[src/rtl/ncl_pkg.sv]
// rtl/ncl_pkg.sv - NCL dual-rail digit codes, controller states and wavefront helpers
package ncl_pkg;

  localparam logic [1:0] NCL_NULL = 2'b00;
  localparam logic [1:0] NCL_D0   = 2'b01;
  localparam logic [1:0] NCL_D1   = 2'b10;
  localparam logic [1:0] NCL_ILL  = 2'b11;

  // Helpers take a zero-extended digit vector plus the count of live digits.
  localparam int NCL_MAX_DIGITS = 128;

  typedef enum logic [1:0] {S_NULL, S_CALC, S_PEND, S_DATA} ncl_state_e;

  function automatic logic is_complete(input logic [2*NCL_MAX_DIGITS-1:0] vec, input int n);
    logic ok;
    ok = 1'b1;
    for (int i = 0; i < NCL_MAX_DIGITS; i++) begin
      if (i < n && !(vec[2*i +: 2] == NCL_D0 || vec[2*i +: 2] == NCL_D1)) ok = 1'b0;
    end
    return ok;
  endfunction

  function automatic logic is_null(input logic [2*NCL_MAX_DIGITS-1:0] vec, input int n);
    logic ok;
    ok = 1'b1;
    for (int i = 0; i < NCL_MAX_DIGITS; i++) begin
      if (i < n && vec[2*i +: 2] != NCL_NULL) ok = 1'b0;
    end
    return ok;
  endfunction

  function automatic logic has_illegal(input logic [2*NCL_MAX_DIGITS-1:0] vec, input int n);
    logic bad;
    bad = 1'b0;
    for (int i = 0; i < NCL_MAX_DIGITS; i++) begin
      if (i < n && vec[2*i +: 2] == NCL_ILL) bad = 1'b1;
    end
    return bad;
  endfunction

endpackage

[src/rtl/ncl_minterm_digit.sv]
// rtl/ncl_minterm_digit.sv - combinational one-digit dual-rail minterm full adder
module ncl_minterm_digit
  import ncl_pkg::*;
(
  input  logic [1:0] a_i,
  input  logic [1:0] b_i,
  input  logic [1:0] c_i,
  output logic [1:0] s_o,
  output logic [1:0] c_o
);

  // m[k] fires for the input combination {a,b,c} == k; NULL inputs fire none.
  logic [7:0] m;

  assign m[0] = a_i[0] & b_i[0] & c_i[0];
  assign m[1] = a_i[0] & b_i[0] & c_i[1];
  assign m[2] = a_i[0] & b_i[1] & c_i[0];
  assign m[3] = a_i[0] & b_i[1] & c_i[1];
  assign m[4] = a_i[1] & b_i[0] & c_i[0];
  assign m[5] = a_i[1] & b_i[0] & c_i[1];
  assign m[6] = a_i[1] & b_i[1] & c_i[0];
  assign m[7] = a_i[1] & b_i[1] & c_i[1];

  assign s_o = {m[1] | m[2] | m[4] | m[7], m[0] | m[3] | m[5] | m[6]};
  assign c_o = {m[3] | m[5] | m[6] | m[7], m[0] | m[1] | m[2] | m[4]};

endmodule

[src/rtl/ncl_serial_adder.sv]
// rtl/ncl_serial_adder.sv - clocked digit-serial dual-rail adder with ki/ko handshake; NCL_ILLEGAL_CHECK_EN adds sticky err
module ncl_serial_adder
  import ncl_pkg::*;
#(
  parameter int DIGITS           = 8,
  parameter int DIGITS_PER_CYCLE = 2
) (
  input  logic                clk,
  input  logic                rst,
  input  logic [2*DIGITS-1:0] a,
  input  logic [2*DIGITS-1:0] b,
  input  logic [1:0]          cin,
  input  logic                ki,
  output logic                ko,
  output logic [2*DIGITS-1:0] sum,
  output logic [1:0]          cout,
  output logic                err
);

  localparam int G    = (DIGITS_PER_CYCLE < 1) ? 1 : DIGITS_PER_CYCLE;
  localparam int NCYC = DIGITS / G;
  localparam int CW   = (NCYC > 1) ? $clog2(NCYC) : 1;
  localparam int NIN  = 2 * DIGITS + 1;

  if (DIGITS < 1 || DIGITS_PER_CYCLE < 1 || (DIGITS % G) != 0 || NIN > NCL_MAX_DIGITS) begin : g_bad_params
    $error("ncl_serial_adder: DIGITS must be >=1 and a multiple of DIGITS_PER_CYCLE");
  end

  ncl_state_e                  state_q, state_d;
  logic [CW-1:0]               cnt_q, cnt_d;
  logic [NCYC-1:0][2*G-1:0]    a_q, a_d, b_q, b_d, res_q, res_d;
  logic [1:0]                  carry_q, carry_d;
  logic [G:0][1:0]             carry_chain;
  logic [2*G-1:0]              slice_sum;
  logic [2*NCL_MAX_DIGITS-1:0] in_vec;
  logic                        in_complete, in_null;

  assign in_vec      = {{(2*NCL_MAX_DIGITS-2*NIN){1'b0}}, a, b, cin};
  assign in_complete = is_complete(in_vec, NIN);
  assign in_null     = is_null(in_vec, NIN);

  // One slice of G digits per cycle, rippling from the registered carry.
  assign carry_chain[0] = carry_q;
  for (genvar g = 0; g < G; g++) begin : g_slice
    ncl_minterm_digit u_digit (
      .a_i (a_q[cnt_q][2*g +: 2]),
      .b_i (b_q[cnt_q][2*g +: 2]),
      .c_i (carry_chain[g]),
      .s_o (slice_sum[2*g +: 2]),
      .c_o (carry_chain[g+1])
    );
  end

  always_comb begin
    state_d = state_q;
    cnt_d   = cnt_q;
    a_d     = a_q;
    b_d     = b_q;
    res_d   = res_q;
    carry_d = carry_q;
    case (state_q)
      S_NULL: begin
        if (in_complete) begin
          a_d     = a;
          b_d     = b;
          carry_d = cin;
          cnt_d   = '0;
          state_d = S_CALC;
        end
      end
      S_CALC: begin
        res_d[cnt_q] = slice_sum;
        carry_d      = carry_chain[G];
        if (cnt_q == CW'(NCYC - 1)) begin
          cnt_d   = '0;
          state_d = S_PEND;
        end else begin
          cnt_d = cnt_q + 1'b1;
        end
      end
      S_PEND: begin
        if (ki) state_d = S_DATA;
      end
      S_DATA: begin
        if (!ki && in_null) begin
          res_d   = '0;
          carry_d = NCL_NULL;
          state_d = S_NULL;
        end
      end
      default: state_d = S_NULL;
    endcase
  end

  always_ff @(posedge clk) begin
    if (rst) begin
      state_q <= S_NULL;
      cnt_q   <= '0;
      a_q     <= '0;
      b_q     <= '0;
      res_q   <= '0;
      carry_q <= NCL_NULL;
    end else begin
      state_q <= state_d;
      cnt_q   <= cnt_d;
      a_q     <= a_d;
      b_q     <= b_d;
      res_q   <= res_d;
      carry_q <= carry_d;
    end
  end

  // Results stay hidden until the whole word is resolved, so outputs never mix NULL and DATA.
  assign ko   = (state_q == S_NULL);
  assign sum  = (state_q == S_DATA) ? res_q : '0;
  assign cout = (state_q == S_DATA) ? carry_q : NCL_NULL;

`ifdef NCL_ILLEGAL_CHECK_EN
  logic err_q;

  always_ff @(posedge clk) begin
    if (rst) begin
      err_q <= 1'b0;
    end else if (has_illegal(in_vec, NIN)) begin
      err_q <= 1'b1;
    end
  end

  assign err = err_q;
`else
  assign err = 1'b0;
`endif

endmodule

[config.mk]
export PLATFORM = sky130hd
export DESIGN_NAME = ncl_serial_adder
export DESIGN_NICKNAME = d
export VERILOG_FILES = /design/src/rtl/ncl_pkg.sv /design/src/rtl/ncl_minterm_digit.sv /design/src/rtl/ncl_serial_adder.sv
export SDC_FILE = /design/constraint.sdc
export NUM_CORES = 1
export LEC_CHECK = 0
export CORE_MARGIN = 2
export CORE_UTILIZATION = 47
export DETAILED_ROUTE_END_ITERATION = 12
export GPL_ROUTABILITY_DRIVEN = 0
export PLACE_DENSITY = 0.73
export SYNTH_ARGS = -nofsm -noshare
export SYNTH_HDL_FRONTEND = slang
export SYNTH_SLANG_ARGS = --single-unit
export TNS_END_PERCENT = 1
[constraint.sdc]
create_clock -name clk -period 2.2 [get_ports clk]
set_input_delay 0.44 -clock clk [delete_from_list [all_inputs] [get_ports clk]]
set_output_delay 0.44 -clock clk [all_outputs]
set_load 0.01 [all_outputs]
==> out/results.tsv, run 1 <==
metric	value	unit
status	completed	
synth_seq_cells	54	
synthToLayoutAreaGrowth	45.64	%
chipWidth	84.61	um
netlist.area_leader.share	35.40	%
period_share	99.80	%
vdd_drop_max	0.3060	mV
grt_pass1_vias	2762	
critical_path_class	in2reg	
worstPathCellList	dlygate4sd2_1 -> inv_2 -> ha_2 -> nand4_1 -> or3_4 -> o31a_1 -> buf_6 -> nor3_4 -> buf_6 -> o221ai_2 -> a21oi_1	
clock_latency	0.31	ns
synth_area_leaders	dfxtp_1 35%, ha_1 10%, nor2_1 9.0%	
setup_ws	0.004360	ns
async_flop_share	0	%
n_antenna_cell	0	
dieHeight	84.61	um
syn_area_per_cell	8.080	um^2
drt-pass1-iter-count	5	
cts.clk_slew.worst_paths	0.09	ns
cpMostUsedCell	buf_6	
grt_usage	22.05	%
max_freq	455.4	MHz
place_inst	534	
drc	0	
critical_path_arrival	2.44	ns
yosysTopAreaCell	dfxtp_1	
clock_path_buffers	2	
drive_above_1_share	28.48	%
drt_first_iter_violations	157	
post-place-ws	-0.5532	ns
ys_seq_area_share	35.40	%
cts_hold_buf	0	
cts_sinks	54	
numCtsBuffers	5	
routedWlPerCell	15.05	um
cts_tree	yes	
power_density	423.6	nW/um^2
cp-start-kind	primary input	
period_needed	2.196	ns
crit_family	simple AND/OR/NAND/NOR gates	
grt-ovfl-total	0	
slowest_stage	or3_4	
via_per_inst	5.328	
synth_area	3054	um^2
final_cells	558	
finClkSkew	0.005371	ns
p_leak	0.002039	uW
rsz0062_at_grt	yes	
hold_class	reg2reg	
worstSetupEndpointType	register	
required	2.44	ns
grt_max_degree	55	
fillers	471	
htreeDepth	2	
syn_inst	378	
cts_root_buf	clkbuf_8	
core_area	6314	um^2
dieArea	7159	um^2
antenna_left	0	
tns	0	ns
synthDistinctLibCells	43	
nNetsFinal	542	
grt_antenna_before_repair	0	
synth-edff-count	0	
row_count	29	
report.power.total	1884	uW
slowest_delay	0.40	ns
via_count	2973	
drv_cap	0	
io_pins	57	
finalHoldViolations	0	
initial_core_util	48.37	%
slew_violations	0	
routed_wl	8.396	mm
cp_max_fo	3	
cp_num_buf_inv	4	
syn-num-nets	440	
io_buffers	55	
synth_warnings	0	
finalSetupViolCount	0	
ys.flop_type	dfxtp_1	
grt_pass1_wl	12.72	mm
dpl.hpwl	5.827	mm
-- metal layers --
layer / routed length [um] / GRT usage [%]
met4: 216 / 8.081
met5: 0 / 0
met2: 4166 / 37.58
met3: 374 / 3.933
met1: 3638 / 27.92
-- placed cells by master, fill, tap and decap left out, types with 4 or more instances in the layout --
cell type / instances
o22ai_2: 4
inv_2: 28
clkdlybuf4s50_1: 27
and2_1: 18
inv_1: 11
buf_4: 55
mux4_2: 4
nand4_1: 7
dlymetal6s2s_1: 27
clkbuf_8: 5
mux4_1: 4
or2_1: 8
dfxtp_1: 51
ha_1: 11
o22ai_1: 4
nand3_1: 16
a21oi_1: 44
ha_4: 8
nor2_1: 71
ha_2: 6
nand2_1: 24
-- worst paths after layout --
kind                               start          to  slack [ns]  cells after the start
worst max-delay path                a[1]  carry_q[1]       0.004                     11
worst max register to register  cnt_q[0]    res_q[6]        0.13                      8
worst min register to register  res_q[7]    res_q[7]        0.47                      2
worst min-delay path            res_q[7]    res_q[7]        0.47                      2
-- sequential cells by signal, summed over array words and instances (netlist names) --
name and flops:
b_q 16, carry_q 2, res_q 16, state_q 2
a_q 16, cnt_q 2
-- cell usage after synthesis, drive strengths merged (3+ instances only) --
cell type / count
nor2: 73
dfxtp: 54
a21oi: 44
inv: 39
ha: 25
nand2: 24
and2: 18
nand3: 17
clkbuf: 16
or2: 10
mux4: 8
o22ai: 8
nand4: 7
nor3: 5
a22oi: 3
buf: 3
-- repair_timing --
| item | in CTS | in global routing |
|---|---|---|
| endpoints found under the setup margin | 22 | 42 |
| resized for setup | 11 | 79 |
| pin swaps | 6 | 14 |
| setup buffers | 3 | 13 |
-- final cells by class --
cell class / instances / area [um^2] / share of cell area, %
tap: 77 / 96.34 / 2.166
clock inverter: 2 / 37.54 / 0.8439
timing repair buffer: 114 / 1092 / 24.56
sequential: 54 / 1085 / 24.39
inverter: 39 / 146.4 / 3.291
clock buffer: 6 / 72.57 / 1.632
multi-input combinational: 266 / 1918 / 43.12
-- cells by family (layout without fill, tap and decap cells) --
group,count (synthesis),in the layout,synth area share [%]
other,1,1,0.1228
flip-flops,54,54,35.40
multiplexers,9,9,6.719
adder cells (fa/ha/maj),25,25,10.24
buffers and inverters,58,161,7.783
AND/OR/NAND/NOR,160,160,24.25
AO/OA/AOI/OAI,71,71,15.49
-- power breakdown --
group	switching, uW	leakage [uW]	internal, uW	total (uW)
Combinational	103	0.00155	134	236
Sequential	0.135	0.000436	977	977
Clock	331	0.0000514	340	671
Total	434	0.00204	1450	1880
-- worst register-to-register path, cell delays in order (launching register included) --
cell,delay [ns]
dfxtp_2,0.41
buf_4,0.16
buf_4,0.16
mux4_1,0.60
nand2_1,0.13
a32oi_1,0.09
a21oi_1,0.15
or2_4,0.17
o22ai_2,0.09
-- through the flow --
stage | cell area (um^2) | hold slack, ns | utilization, %
2_1_floorplan | 3054 | 0.4417 | -
3_3_place_gp | 3963 | 0.4490 | 62.76
3_5_place_dp | 3963 | 0.4542 | 62.76
4_1_cts | 4135 | 0.4707 | 65.50
5_1_grt | 4448 | 0.4853 | 70.45
6_report | 4448 | 0.4681 | 70.45
(Power assumes the default switching activity.)
==> run 2: changes to the inputs <==
--- a/config.mk
+++ b/config.mk
@@ -8,7 +8,6 @@
 export CORE_MARGIN = 2
 export CORE_UTILIZATION = 47
 export DETAILED_ROUTE_END_ITERATION = 12
-export GPL_ROUTABILITY_DRIVEN = 0
 export PLACE_DENSITY = 0.73
 export SYNTH_ARGS = -nofsm -noshare
 export SYNTH_HDL_FRONTEND = slang
==> constraint.sdc (replaced) <==
create_clock -name clk -period 2.2 [get_ports clk]
set_input_delay 0.44 -clock clk [delete_from_list [all_inputs] [get_ports clk]]
set_output_delay 0.44 -clock clk [all_outputs]
set_load 0.05 [all_outputs]
==> run 2 against run 1 <==
  * The flow now finishes with violations (negative setup slack)
  * Highest routed layer unchanged
  * Cell count up 0.18%
  * Sequential power about the same
  * Combinational power down 5%
  * Cell area about the same
  * Fmax down 3.2%
  * Worst setup slack worse by 0.073 ns
  * Clock skew up 0.0043 ns
  * Register-to-register slack about the same
  * Sequential share of layout area about the same
  * Power down 4.9%
==> out/results.tsv, run 2 (same netlist as run 1, synthesis figures left out) <==
metric	value	unit	change
status	complete, but fails checks		was completed
violations	negative setup slack		
gp_congestion	0.8724		
htreeDepth	2		unchanged
post-place-ws	-0.4982	ns	was -0.5532 ns
nNetsFinal	543		was 542
cts_tree	yes		unchanged
r2r_end	res_q[2]		was res_q[6]
grt_antenna_before_repair	0		unchanged
via_per_inst	5.252		was 5.328
drc	0		unchanged
rsz0062_at_grt	yes		unchanged
routedWlPerCell	14.00	um	was 15.05 um
synthToLayoutAreaGrowth	45.55	%	was 45.64%
crit_end	carry_q[1]		unchanged
met1_usage	28.26	%	was 27.92%
via_count	2936		was 2,973
routed_wl	7.828	mm	was 8.396 mm
cts_hold_buf	0		unchanged
required	2.45	ns	was 2.44 ns
fin_util	70.41	%	was 70.45%
power_density	403.3	nW/um^2	was 423.6 nW/um^2
dieHeight	84.61	um	unchanged
cts_sinks	54		unchanged
period_share	103.1	%	was 99.80%
dieArea	7159	um^2	unchanged
period_needed	2.268	ns	was 2.196 ns
cp_max_fo	3		unchanged
cts.clk_slew.worst_paths	0.10	ns	was 0.09 ns
max_freq	440.8	MHz	was 455.4 MHz
crit_start	b[4]		was a[1]
reg2reg_from	cnt_q[0]		unchanged
row_count	29		unchanged
io_buffers	55		unchanged
drt-pass1-iter-count	5		unchanged
drt_first_iter_violations	151		was 157
final_area	4446	um^2	was 4448 um^2
critical_path_arrival	2.52	ns	was 2.44 ns
p_leak	0.001904	uW	was 0.002039 uW
final_cell_mix	71 x nor2_1, 58 x buf_4, 53 x dfxtp_1, 43 x a21oi_1, 32 x inv_1		was 71 x nor2_1, 55 x buf_4, 51 x dfxtp_1, 44 x a21oi_1, 28 x inv_2
grt_usage	21.51	%	was 22.05%
final_common_cell	nor2_1		unchanged
io_pins	57		unchanged
finClkSkew	0.009638	ns	was 0.005371 ns
initial_core_util	48.37	%	unchanged
critical_path_class	in2reg		unchanged
grt_pass1_wl	12.43	mm	was 12.72 mm
vdd_drop_max	0.2802	mV	was 0.3060 mV
grt.busiest_layer	met2		unchanged
slew_violations	0		unchanged
grt_max_degree	55		unchanged
rrSetupSlack	0.13	ns	about the same
r2r_cells	8		unchanged
drive_above_1_share	26.35	%	was 28.48%
numCtsBuffers	5		unchanged
antenna_left	0		unchanged
dpl.hpwl	5.667	mm	was 5.827 mm
chipWidth	84.61	um	unchanged
tns	-0.1194	ns	was 0 ns
clock_latency	0.32	ns	was 0.31 ns
clock_path_buffers	2		unchanged
cts_root_buf	clkbuf_8		unchanged
grt_util_met3	3.638	%	was 3.933%
finalSetupViolCount	2		was 0
grt_pass1_vias	2681		was 2,762
report.power.total	1793	uW	was 1884 uW
setup_ws	-0.06846	ns	was 0.004360 ns
n_antenna_cell	0		unchanged
placed_area	4133	um^2	was 3963 um^2
grt-ovfl-total	0		unchanged
core_area	6314	um^2	unchanged
hold_class	reg2reg		unchanged
cp-start-kind	primary input		unchanged
worstSetupEndpointType	register		unchanged
top_regs	a_q x16, b_q x16, res_q x16		unchanged
drv_cap	0		unchanged
use_met2	36.36	%	was 37.58%
finalHoldViolations	0		unchanged
run 2: changes by cell type in the layout (fill, tap and decap cells not counted), sizes merged:
cell,delta
dlygate4sd2,+7
clkinvlp,-1
buf,+20
clkinv,+2
clkdlybuf4s50,+1
bufinv,-1
dlymetal6s2s,-27
run 2: final cells by class:
type	count	area, um^2
Multi-Input combinational cell	266	1823
Clock inverter	2	17.52
Fill cell	495	1868
Tap cell	77	96.34
Clock buffer	6	82.58
Timing Repair Buffer	115	1197
Inverter	39	146.4
Sequential cell	54	1082
run 2: stage by stage:
step | hold slack [ns] | std cells
floorplan | 0.4417 | 378
global placement | 0.4490 | 533
detailed placement | 0.4539 | 533
CTS | 0.4705 | 558
global route | 0.5040 | 559
finish | 0.4676 | 559
run 2: power breakdown:
group	total, uW	internal [uW]	switching, uW
Combinational	225	132	92.9
Sequential	977	977	0.118
Clock	591	260	331
run 2: worst min path at each step:
stage,depth (start not counted),start,endpoint,slack (ns)
global placement,2,res_q[15],res_q[15],0.45
finish,2,res_q[15],res_q[15],0.47
CTS,2,res_q[7],res_q[7],0.47
global route,2,res_q[11],res_q[11],0.50
floorplan,2,res_q[11],res_q[11],0.44
detailed placement,2,res_q[7],res_q[7],0.45
run 2: worst max-delay path, stage by stage:
cell and delay (ns):
clkdlybuf4s50_1 0.40, inv_1 0.12, ha_4 0.15, nand4_1 0.09
or3_4 0.35, o31a_1 0.31, buf_6 0.14, nor3_4 0.15
buf_4 0.16, o221ai_2 0.08, a21oi_1 0.14
run 2: layer usage:
metal	up-vias	part of all wire, %	wire, um
met2	106	48	3779
li1	1479	-	-
met4	0	1.8	137
met3	12	5.8	456
met1	1339	44	3456
met5	-	0	0
run 2: what timing repair did:
| action | in CTS | in global routing |
|---|---|---|
| setup buffers | 17 | 1 |
| pin swaps | 8 | 5 |
| resized for setup | 25 | 8 |
| setup endpoints to repair | 3 | 40 |
